<file path="src/rtl/debounce_pkg.sv">
// Shared state encoding and helpers for the multi-channel debouncer.
package debounce_pkg;

  typedef enum logic [1:0] {
    ST_ZERO      = 2'b00,
    ST_WAIT_ONE  = 2'b01,
    ST_ONE       = 2'b10,
    ST_WAIT_ZERO = 2'b11
  } db_state_e;

  // The upper state bit is the accepted level: ONE and WAIT_ZERO both report high.
  function automatic logic level_of(input db_state_e st);
    return st[1];
  endfunction

endpackage

</file>
<file path="src/rtl/debounce_channel.sv">
// One debounce channel: 2-flop synchroniser, 4-state FSM with stability counter,
// registered level and edge strobes. Long-press hold logic under DEBOUNCE_LONGPRESS_EN.
module debounce_channel
  import debounce_pkg::*;
#(
  parameter int DB_CYCLES   = 1000000,
  parameter int CNT_W       = $clog2(DB_CYCLES),
  parameter int LONG_CYCLES = 100000000
) (
  input  logic clk,
  input  logic reset_count,
  input  logic sw,
  output logic db,
  output logic rise,
  output logic fall,
  output logic long_press
);

  localparam logic [CNT_W-1:0] CNT_LAST = CNT_W'(DB_CYCLES - 1);
  localparam logic [CNT_W-1:0] CNT_ZERO = CNT_W'(0);
  localparam logic [CNT_W-1:0] CNT_ONE  = CNT_W'(1);

  logic             sync1_r;
  logic             sync2_r;
  logic             sw_s;
  db_state_e        state_r;
  db_state_e        state_next_s;
  logic [CNT_W-1:0] cnt_r;
  logic [CNT_W-1:0] cnt_next_s;
  logic             db_next_s;
  logic             rise_next_s;
  logic             fall_next_s;
  logic             db_r;
  logic             rise_r;
  logic             fall_r;

  always_ff @(posedge clk or posedge reset_count) begin
    if (reset_count) begin
      sync1_r <= 1'b0;
      sync2_r <= 1'b0;
    end else begin
      sync1_r <= sw;
      sync2_r <= sync1_r;
    end
  end

  assign sw_s = sync2_r;

  always_ff @(posedge clk or posedge reset_count) begin
    if (reset_count) begin
      state_r <= ST_ZERO;
      cnt_r   <= CNT_ZERO;
    end else begin
      state_r <= state_next_s;
      cnt_r   <= cnt_next_s;
    end
  end

  // Any disagreeing sample in a WAIT state aborts; entry clears the counter so a bounce restarts the interval.
  always_comb begin
    state_next_s = state_r;
    cnt_next_s   = cnt_r;
    case (state_r)
      ST_ZERO: begin
        if (sw_s) begin
          state_next_s = ST_WAIT_ONE;
          cnt_next_s   = CNT_ZERO;
        end else begin
          state_next_s = ST_ZERO;
        end
      end
      ST_WAIT_ONE: begin
        if (!sw_s) begin
          state_next_s = ST_ZERO;
        end else if (cnt_r == CNT_LAST) begin
          state_next_s = ST_ONE;
        end else begin
          cnt_next_s = cnt_r + CNT_ONE;
        end
      end
      ST_ONE: begin
        if (!sw_s) begin
          state_next_s = ST_WAIT_ZERO;
          cnt_next_s   = CNT_ZERO;
        end else begin
          state_next_s = ST_ONE;
        end
      end
      ST_WAIT_ZERO: begin
        if (sw_s) begin
          state_next_s = ST_ONE;
        end else if (cnt_r == CNT_LAST) begin
          state_next_s = ST_ZERO;
        end else begin
          cnt_next_s = cnt_r + CNT_ONE;
        end
      end
      default: begin
        state_next_s = ST_ZERO;
        cnt_next_s   = CNT_ZERO;
      end
    endcase
  end

  always_comb begin
    db_next_s   = level_of(state_next_s);
    rise_next_s = (state_r == ST_WAIT_ONE)  && (state_next_s == ST_ONE);
    fall_next_s = (state_r == ST_WAIT_ZERO) && (state_next_s == ST_ZERO);
  end

  always_ff @(posedge clk or posedge reset_count) begin
    if (reset_count) begin
      db_r   <= 1'b0;
      rise_r <= 1'b0;
      fall_r <= 1'b0;
    end else begin
      db_r   <= db_next_s;
      rise_r <= rise_next_s;
      fall_r <= fall_next_s;
    end
  end

  assign db   = db_r;
  assign rise = rise_r;
  assign fall = fall_r;

`ifdef DEBOUNCE_LONGPRESS_EN
  localparam int               HOLD_W    = $clog2(LONG_CYCLES);
  localparam logic [HOLD_W-1:0] HOLD_LAST = HOLD_W'(LONG_CYCLES - 1);
  localparam logic [HOLD_W-1:0] HOLD_ZERO = HOLD_W'(0);
  localparam logic [HOLD_W-1:0] HOLD_ONE  = HOLD_W'(1);

  logic [HOLD_W-1:0] hold_r;
  logic [HOLD_W-1:0] hold_next_s;
  logic              fired_r;
  logic              fired_next_s;
  logic              long_next_s;
  logic              long_r;

  // Hold count freezes in WAIT_ZERO so an aborted release resumes the same press.
  always_comb begin
    hold_next_s  = hold_r;
    fired_next_s = fired_r;
    long_next_s  = 1'b0;
    case (state_r)
      ST_ONE: begin
        if (hold_r == HOLD_LAST) begin
          if (!fired_r) begin
            long_next_s  = 1'b1;
            fired_next_s = 1'b1;
          end else begin
            long_next_s = 1'b0;
          end
        end else begin
          hold_next_s = hold_r + HOLD_ONE;
        end
      end
      ST_WAIT_ZERO: begin
        hold_next_s = hold_r;
      end
      default: begin
        hold_next_s  = HOLD_ZERO;
        fired_next_s = 1'b0;
      end
    endcase
  end

  always_ff @(posedge clk or posedge reset_count) begin
    if (reset_count) begin
      hold_r  <= HOLD_ZERO;
      fired_r <= 1'b0;
      long_r  <= 1'b0;
    end else begin
      hold_r  <= hold_next_s;
      fired_r <= fired_next_s;
      long_r  <= long_next_s;
    end
  end

  assign long_press = long_r;
`else
  localparam int long_cycles_unused = LONG_CYCLES;

  assign long_press = 1'b0;
`endif

endmodule

</file>
<file path="src/rtl/debounce_multi.sv">
// N-channel debouncer top: one debounce_channel per input bit.
// Optional long-press strobe enabled by defining DEBOUNCE_LONGPRESS_EN.
module debounce_multi
  import debounce_pkg::*;
#(
  parameter int NUM_CH      = 4,
  parameter int DB_CYCLES   = 1000000,
  parameter int CNT_W       = $clog2(DB_CYCLES),
  parameter int LONG_CYCLES = 100000000
) (
  input  logic              clk,
  input  logic              reset_count,
  input  logic [NUM_CH-1:0] sw,
  output logic [NUM_CH-1:0] db,
  output logic [NUM_CH-1:0] rise,
  output logic [NUM_CH-1:0] fall,
  output logic [NUM_CH-1:0] long_press
);

  for (genvar i = 0; i < NUM_CH; i++) begin : g_ch
    debounce_channel #(
      .DB_CYCLES  (DB_CYCLES),
      .CNT_W      (CNT_W),
      .LONG_CYCLES(LONG_CYCLES)
    ) u_channel (
      .clk        (clk),
      .reset_count(reset_count),
      .sw         (sw[i]),
      .db         (db[i]),
      .rise       (rise[i]),
      .fall       (fall[i]),
      .long_press (long_press[i])
    );
  end

endmodule
</file>
<file path="config.mk">
export PLATFORM = sky130hd
export DESIGN_NAME = debounce_multi
export DESIGN_NICKNAME = d
export VERILOG_FILES = /design/src/rtl/debounce_pkg.sv /design/src/rtl/debounce_channel.sv /design/src/rtl/debounce_multi.sv
export SDC_FILE = /design/constraint.sdc
export NUM_CORES = 1
export LEC_CHECK = 0
export CORE_MARGIN = 1
export CORE_UTILIZATION = 43
export CTS_BUF_LIST = sky130_fd_sc_hd__clkbuf_4 sky130_fd_sc_hd__clkbuf_8
export DETAILED_ROUTE_END_ITERATION = 12
export SLEW_MARGIN = 20
export SYNTH_ARGS = -nofsm -noshare
export SYNTH_HDL_FRONTEND = slang
export SYNTH_SLANG_ARGS = --single-unit
</file>
<file path="constraint.sdc">
create_clock -name clk -period 3.3 [get_ports clk]
set_input_delay 0.495 -clock clk [delete_from_list [all_inputs] [get_ports clk]]
set_output_delay 0.495 -clock clk [all_outputs]
set_load 0.02 [all_outputs]
</file>
==> results by group, run 1 <==
Run status
  – Status: complete, no violations

Logic synthesis
  – Asr flop ratio synth: 100%
  – Synth Area in XOR/XNOR: about 1.8%
  – Area contributors post-synth: dfrtp_1 47%, o21ai_0 5.3%, nand2_1 4.3%, nand3_1 3.8%, o31ai_1 3.8%
  – Mux contribution to synthesized area: 1.83%
  – Cells after synthesis: 585
  – Unique cell type count in the Yosys netlist: 59
  – Synth Area in Adders: 0.913%
  – Yosys top cell area share: 47.5%
  – Post-synthesis compound-gate area fraction: 18.2%
  – Syn avg cell area: 9.37 sq um
  – Post-synthesis register bit count: roughly 100
  – Ys Warns: 0
  – Synth Flop Type: dfrtp_1
  – Netlist Area Pre-Place: ~5500 sq um
  – Post-synth EDFFs: 0
  – Register area share after synthesis: around 47%
  – Largest family of logic cells by synthesized area: simple AND/OR/NAND/NOR gates
  – Cell taking the most area after synthesis: dfrtp_1
  – Post-Synth Simple-Gate Area: between 20% and 30%

STA
  – Clk_skew: ~0.0062 ns
  – Setup TNS: 0 ns
  – Slew HR: between 20% and 30%
  – Final Hold Viols: 0
  – Max-slew violation count: 0
  – RSZ-0062 raised after global routing: no
  – Final period util: 76.3%
  – Setup violators final: 0
  – Minimum clock period: around 2.5 ns
  – Actual slew at the worst max-slew pin: between 1 and 1.5 ns
  – Fmax: 0.397 GHz

Die
  – Core area: roughly 12,000 sq um
  – I/O pin cnt: 22
  – Die Ht: ~110 um
  – Starting Density: between 40 and 50%
  – Die area: 13,200 sq um
  – Die W: around 110 um
  – Cell row count: 40

Place
  – Cell total after placement: between 700 and 800
  – IO Port Bufs: 17
  – Placer Congestion: a little over 0.8
  – Final HPWL DP: about 7.7 mm
  – Placed inst area: 5690 sq um

Routing
  – Wire length per cell: 15.3 um
  – Vias: roughly 4,400
  – DRT Pass-1 Iters: 4
  – DRC viols: 0
  – Max layer used: met4
  – M1 wire length: roughly 5.7 mm
  – Drt initial violations: between 200 and 250
  – WL met2: ~5.3 mm
  – Final wirelength: 11.6 mm
  – Post-route ant nets: 0
  – Drt via density: 5.79
  – WL met3: ~420 um

Critical path
  – Setup CP Type: reg -> reg
  – Critical Path Sink: g_ch[3].u_channel.cnt_r[16]$_DFFE_PP0P_
  – CP startpoint kind: flip-flop
  – Crit path required time: between 3 and 4 ns
  – RR Endpoint: g_ch[3].u_channel.cnt_r[16]$_DFFE_PP0P_
  – Critical Path AT: 2.81 ns
  – Worst-path fanout max: 24
  – Register-to-Register Path Depth: 5
  – Setup crit start: g_ch[3].u_channel.cnt_r[6]$_DFFE_PP0P_
  – Worst R2R Setup Slack: slightly below 0.8 ns
  – Crit end category: flip-flop
  – Worst reg2reg startpoint: g_ch[3].u_channel.cnt_r[6]$_DFFE_PP0P_

Clocking
  – H-Tree Depth: 3
  – Clock sink count: 104
  – Clk slew on worst S/H paths: approximately 0.1 ns
  – Clock insertion delay at the later pin of the skew report: 0.38 ns
  – Max clock buf depth: 2
  – Clock Root Buffer: clkbuf_8
  – Post-CTS setup buffer count: 0
  – Post-CTS Resized: 0
  – TritonCTS clock tree: yes
  – CTS Hold Buffers Added: 0
  – CTS Buf Count: 9

Finish
  – Ant. Diodes: 0
  – Final Non-Filler Cells: about 750
  – Leading cell type in the layout, fill and taps excluded: dfrtp_1
  – Layout cells sized above 1: just under 7%
  – Area delta synth->final: 6.91%
  – Most frequent cells in the layout: 104 x dfrtp_1, 63 x nand2_1, 57 x o21ai_0
  – Final Net Count: 591
  – Fin area: just under 6000 sq um

Power
  – VDD IR max: ~0.29 mV
  – P_leak: ~2.4 nW
  – Power after layout: 2.25 mW
  – P per Cell Area: ~380 nW/um^2

GRT
  – Grt ovf: 0
  – First-pass GRT wire length: about 20 mm
  – Largest net degree at the start of global routing: 68
  – Initial antenna violation count: 0
  – Vias in the first global route: slightly above 4,000
  – GRT Overall Usage: 19.1%

Min path
  – Hold Path Class: reg -> reg
  – Worst Hold Depth: 0

Flow run
  – Max-cap viol count: 0
==> worst max-delay path, cell delays in order, from the launching register on <==
cell     delay, ns
dfrtp_1       0.47
or4b_1        0.56
or3_4         0.37
o21ai_2       0.69
o21ai_0       0.23
o31ai_1       0.11
==> Yosys cell counts, drive strengths merged (10+ instances only) <==
master  number
nor2        30
nand3       42
a31oi       13
nand4       20
buf         25
a21oi       17
dfrtp      104
o31ai       28
o21ai       60
nand2       63
inv         16
or4         11
nor3        11
clkbuf      17
and4        10
and2        11
o41ai       12
==> worst min-delay path by stage <==
stage	slack, ns	start	to
after detailed placement	0.34	g_ch[2].u_channel.sync1_r$_DFF_PP0_	g_ch[2].u_channel.sw_s$_DFF_PP0_
after global placement	0.33	g_ch[1].u_channel.sync1_r$_DFF_PP0_	g_ch[1].u_channel.sw_s$_DFF_PP0_
final	0.36	g_ch[0].u_channel.sync1_r$_DFF_PP0_	g_ch[0].u_channel.sw_s$_DFF_PP0_
after CTS	0.36	g_ch[2].u_channel.sync1_r$_DFF_PP0_	g_ch[2].u_channel.sw_s$_DFF_PP0_
after floorplan	0.33	g_ch[0].u_channel.sync1_r$_DFF_PP0_	g_ch[0].u_channel.sw_s$_DFF_PP0_
after global routing	0.36	g_ch[2].u_channel.sync1_r$_DFF_PP0_	g_ch[2].u_channel.sw_s$_DFF_PP0_
==> state kept, by name (all words and copies together), names as in the netlist <==
register                count
g_ch.u_channel.cnt_r       80
g_ch.u_channel.db           4
g_ch.u_channel.fall         4
g_ch.u_channel.rise         4
g_ch.u_channel.state_r      4
g_ch.u_channel.sw_s         4
g_ch.u_channel.sync1_r      4
==> where the power goes <==
part           switching, mW  internal (mW)
clock network          0.450          0.279
logic                  0.104         0.0551
registers             0.0513           1.31
total                  0.605           1.64
==> cell families (layout without fill, tap and decap cells) <==
logic type / Yosys count / after routing
flops: 104 / 104
fa+ha+maj: 4 / 4
other cells: 1 / 4
simple gates: 244 / 244
mux: 9 / 9
xor+xnor: 11 / 11
buf+inv: 59 / 57
compound gates: 153 / 153
==> routing by layer <==
layer | global-route usage (%) | vias to the layer above
li1 | - | 2160
met1 | 26.6 | 2137
met2 | 29.1 | 63
met3 | 5.48 | 8
met4 | 5.37 | 0
met5 | 0 | -
==> stage by stage <==
stage                     util, %  hold slack, ns  worst slack [ns]
after floorplan                 -           0.331            0.0728
after global placement       46.6           0.332             0.854
after detailed placement     46.6           0.336             0.802
after CTS                    48.0           0.359             0.806
after global routing         48.0           0.362             0.570
final                        48.0           0.358             0.783
==> cell type report <==
type,count,area [sq um]
clock buffers,10,131
clock inverters,6,36.3
fillers,1173,6350
inverters,17,66.3
multi-input cells,425,2580
flip-flops and latches,104,2600
well taps,168,210
repair buffers,24,235
Power figures use the tool's default switching activity.
==> inputs of run 2 (changes only) <==
==> constraint.sdc (replaced) <==
create_clock -name clk -period 2.4 [get_ports clk]
set_input_delay 0.36 -clock clk [delete_from_list [all_inputs] [get_ports clk]]
set_output_delay 0.36 -clock clk [all_outputs]
set_load 0.02 [all_outputs]
==> results by group, run 2 (same netlist as run 1, synthesis figures left out) <==
Place
  – Placed inst area: between 5000 and 6000 sq um
  – Dpl ws: between 0.1 and 0.15 ns
  – Cell total after placement: 751
  – Placer Congestion: ~0.8
  – IO Port Bufs: 17
  – Final HPWL DP: ~7.8 mm

Finish
  – Most frequent cells in the layout: 104 x dfrtp_1, 63 x nand2_1, 57 x o21ai_0
  – Final Non-Filler Cells: between 700 and 800
  – Ant. Diodes: 0
  – Leading cell type in the layout, fill and taps excluded: dfrtp_1
  – Layout cells sized above 1: 8.85%
  – Max reg flops: 80
  – Util after Layout: roughly half
  – Fin area: approximately 6000 sq um
  – Final Net Count: roughly 610
  – Largest reg by FF count: g_ch.u_channel.cnt_r
  – Area delta synth->final: 9.68%
  – Filler cells: 1,159

Die
  – Starting Density: ~45%
  – I/O pin cnt: 22
  – Die W: around 110 um
  – Die Ht: 115 um
  – Core area: between 10,000 and 15,000 sq um
  – Die area: approximately 13,000 sq um
  – Cell row count: 40

STA
  – Slew HR: 36.1%
  – Setup violators final: 0
  – RSZ-0062 raised after global routing: yes
  – Worst setup margin: 0.139 ns
  – Max-slew violation count: 0
  – Fmax: roughly 0.44 GHz
  – Actual slew at the worst max-slew pin: 0.950 ns
  – Minimum clock period: 2.26 ns
  – Clk_skew: 0.0101 ns
  – Final Hold Viols: 0
  – Final period util: 94.2%
  – Setup TNS: 0 ns

GRT
  – Initial antenna violation count: 0
  – Grt ovf: 0
  – First-pass GRT wire length: ~20 mm
  – Largest net degree at the start of global routing: roughly 110
  – Vias in the first global route: 4,106
  – GRT Overall Usage: between 10% and 20%

Critical path
  – CP max stage cell: dfrtp_1
  – Slowest stage delay, CP: slightly above 0.4 ns
  – Crit-path cells: ha_1 -> nand4_1 -> or2_2 -> o41ai_4 -> buf_4 -> nor4b_1 -> a211o_1
  – Setup CP Type: reg -> reg
  – Worst-path fanout max: 13
  – CP startpoint kind: flip-flop
  – Crit path required time: between 2 and 3 ns
  – Crit end category: flip-flop
  – Crit path max-delay family: simple AND/OR/NAND/NOR gates
  – Critical Path AT: roughly 2.5 ns
  – CP Buf/Inv Count: 1
  – Worst R2R Setup Slack: between 0.1 and 0.15 ns

Power
  – VDD IR max: about 0.37 mV
  – P_leak: about 2.5 nW
  – P per Cell Area: about 530 nW/um^2

Routing
  – Wire length per cell: between 15 and 20 um
  – Drt via density: between 5 and 6
  – Final wirelength: 11.6 mm
  – Drt initial violations: about 320
  – Post-route ant nets: 0
  – DRC viols: 0
  – Vias: around 4,500
  – DRT Pass-1 Iters: 5

Clocking
  – Clock insertion delay at the later pin of the skew report: 0.38 ns
  – Max clock buf depth: 2
  – Clock Root Buffer: clkbuf_8
  – CTS Buf Count: 9
  – CTS Hold Buffers Added: 0
  – Clk slew on worst S/H paths: about 0.09 ns
  – TritonCTS clock tree: yes
  – Clock sink count: roughly 100
  – H-Tree Depth: 3

Flow run
  – Max-cap viol count: 0

Min path
  – Hold Path Class: reg -> reg

Run status
  – Status: complete, no violations
run 2: metal layers:
layer / vias up / wire length (um) / part of all wire, % / global-route usage [%]
met5: - / 0 / 0 / 0
met4: 0 / 97 / 0.84 / 5.19
met3: 10 / 424 / 3.7 / 4.96
met2: 90 / 5250 / 45 / 29.6
met1: 2200 / 5780 / 50 / 26.8
li1: 2181 / - / - / -
run 2: final timing paths:
check / from / depth (start not counted) / endpoint
worst max-delay path: g_ch[1].u_channel.cnt_r[0]$_DFFE_PP0P_ / 7 / g_ch[1].u_channel.cnt_r[17]$_DFFE_PP0P_
worst min-delay path: g_ch[1].u_channel.sync1_r$_DFF_PP0_ / 0 / g_ch[1].u_channel.sw_s$_DFF_PP0_
worst max register to register: g_ch[1].u_channel.cnt_r[0]$_DFFE_PP0P_ / 7 / g_ch[1].u_channel.cnt_r[17]$_DFFE_PP0P_
worst min register to register: g_ch[1].u_channel.sync1_r$_DFF_PP0_ / 0 / g_ch[1].u_channel.sw_s$_DFF_PP0_
max in group asynchronous: reset_count / 3 / g_ch[3].u_channel.cnt_r[11]$_DFFE_PP0P_
min in group asynchronous: reset_count / 3 / g_ch[1].u_channel.db$_DFF_PP0_
run 2: what timing repair did:
item / in CTS / in global routing
setup endpoints to repair: 0 / 7
setup buffers: 0 / 2
resized for setup: 0 / 1
run 2: cell type report:
cell class / instances / area, sq um / share of cell area (%)
flip-flops and latches: 104 / 2600 / 43.3
repair buffers: 39 / 348 / 5.78
clock buffers: 11 / 151 / 2.52
multi-input cells: 425 / 2590 / 43.1
clock inverters: 3 / 42.5 / 0.707
inverters: 17 / 67.6 / 1.12
well taps: 168 / 210 / 3.50
run 2: worst reg2reg max path, cell delays in order, from the launching register on:
cell and delay, ns:
dfrtp_1 0.41, ha_1 0.24, nand4_1 0.21, or2_2 0.39, o41ai_4 0.35, buf_4 0.25
nor4b_1 0.07, a211o_1 0.24
run 2: per-stage QoR:
stage | hold slack (ns) | power, mW
6_report | 0.354 | 3.22
5_1_grt | 0.364 | 3.37
4_1_cts | 0.358 | 3.26
3_5_place_dp | 0.336 | 2.14
3_3_place_gp | 0.332 | 2.13
2_1_floorplan | 0.331 | 2.06
run 2: where the power goes:
| part | switching [mW] | internal [mW] | total, mW |
|---|---|---|---|
| Combinational | 0.150 | 0.0890 | 0.239 |
| Sequential | 0.0638 | 1.80 | 1.87 |
| Clock | 0.584 | 0.526 | 1.11 |
==> inputs of run 3 (changes only) <==
--- a/config.mk
+++ b/config.mk
@@ -8,6 +8,7 @@
 export CORE_MARGIN = 1
 export CORE_UTILIZATION = 43
 export CTS_BUF_LIST = sky130_fd_sc_hd__clkbuf_4 sky130_fd_sc_hd__clkbuf_8
+export CTS_CLUSTER_DIAMETER = 100
 export DETAILED_ROUTE_END_ITERATION = 12
 export SLEW_MARGIN = 20
 export SYNTH_ARGS = -nofsm -noshare
==> results of run 3 <==
Same layout as run 2: the final DEF is identical, and so are final timing and power.
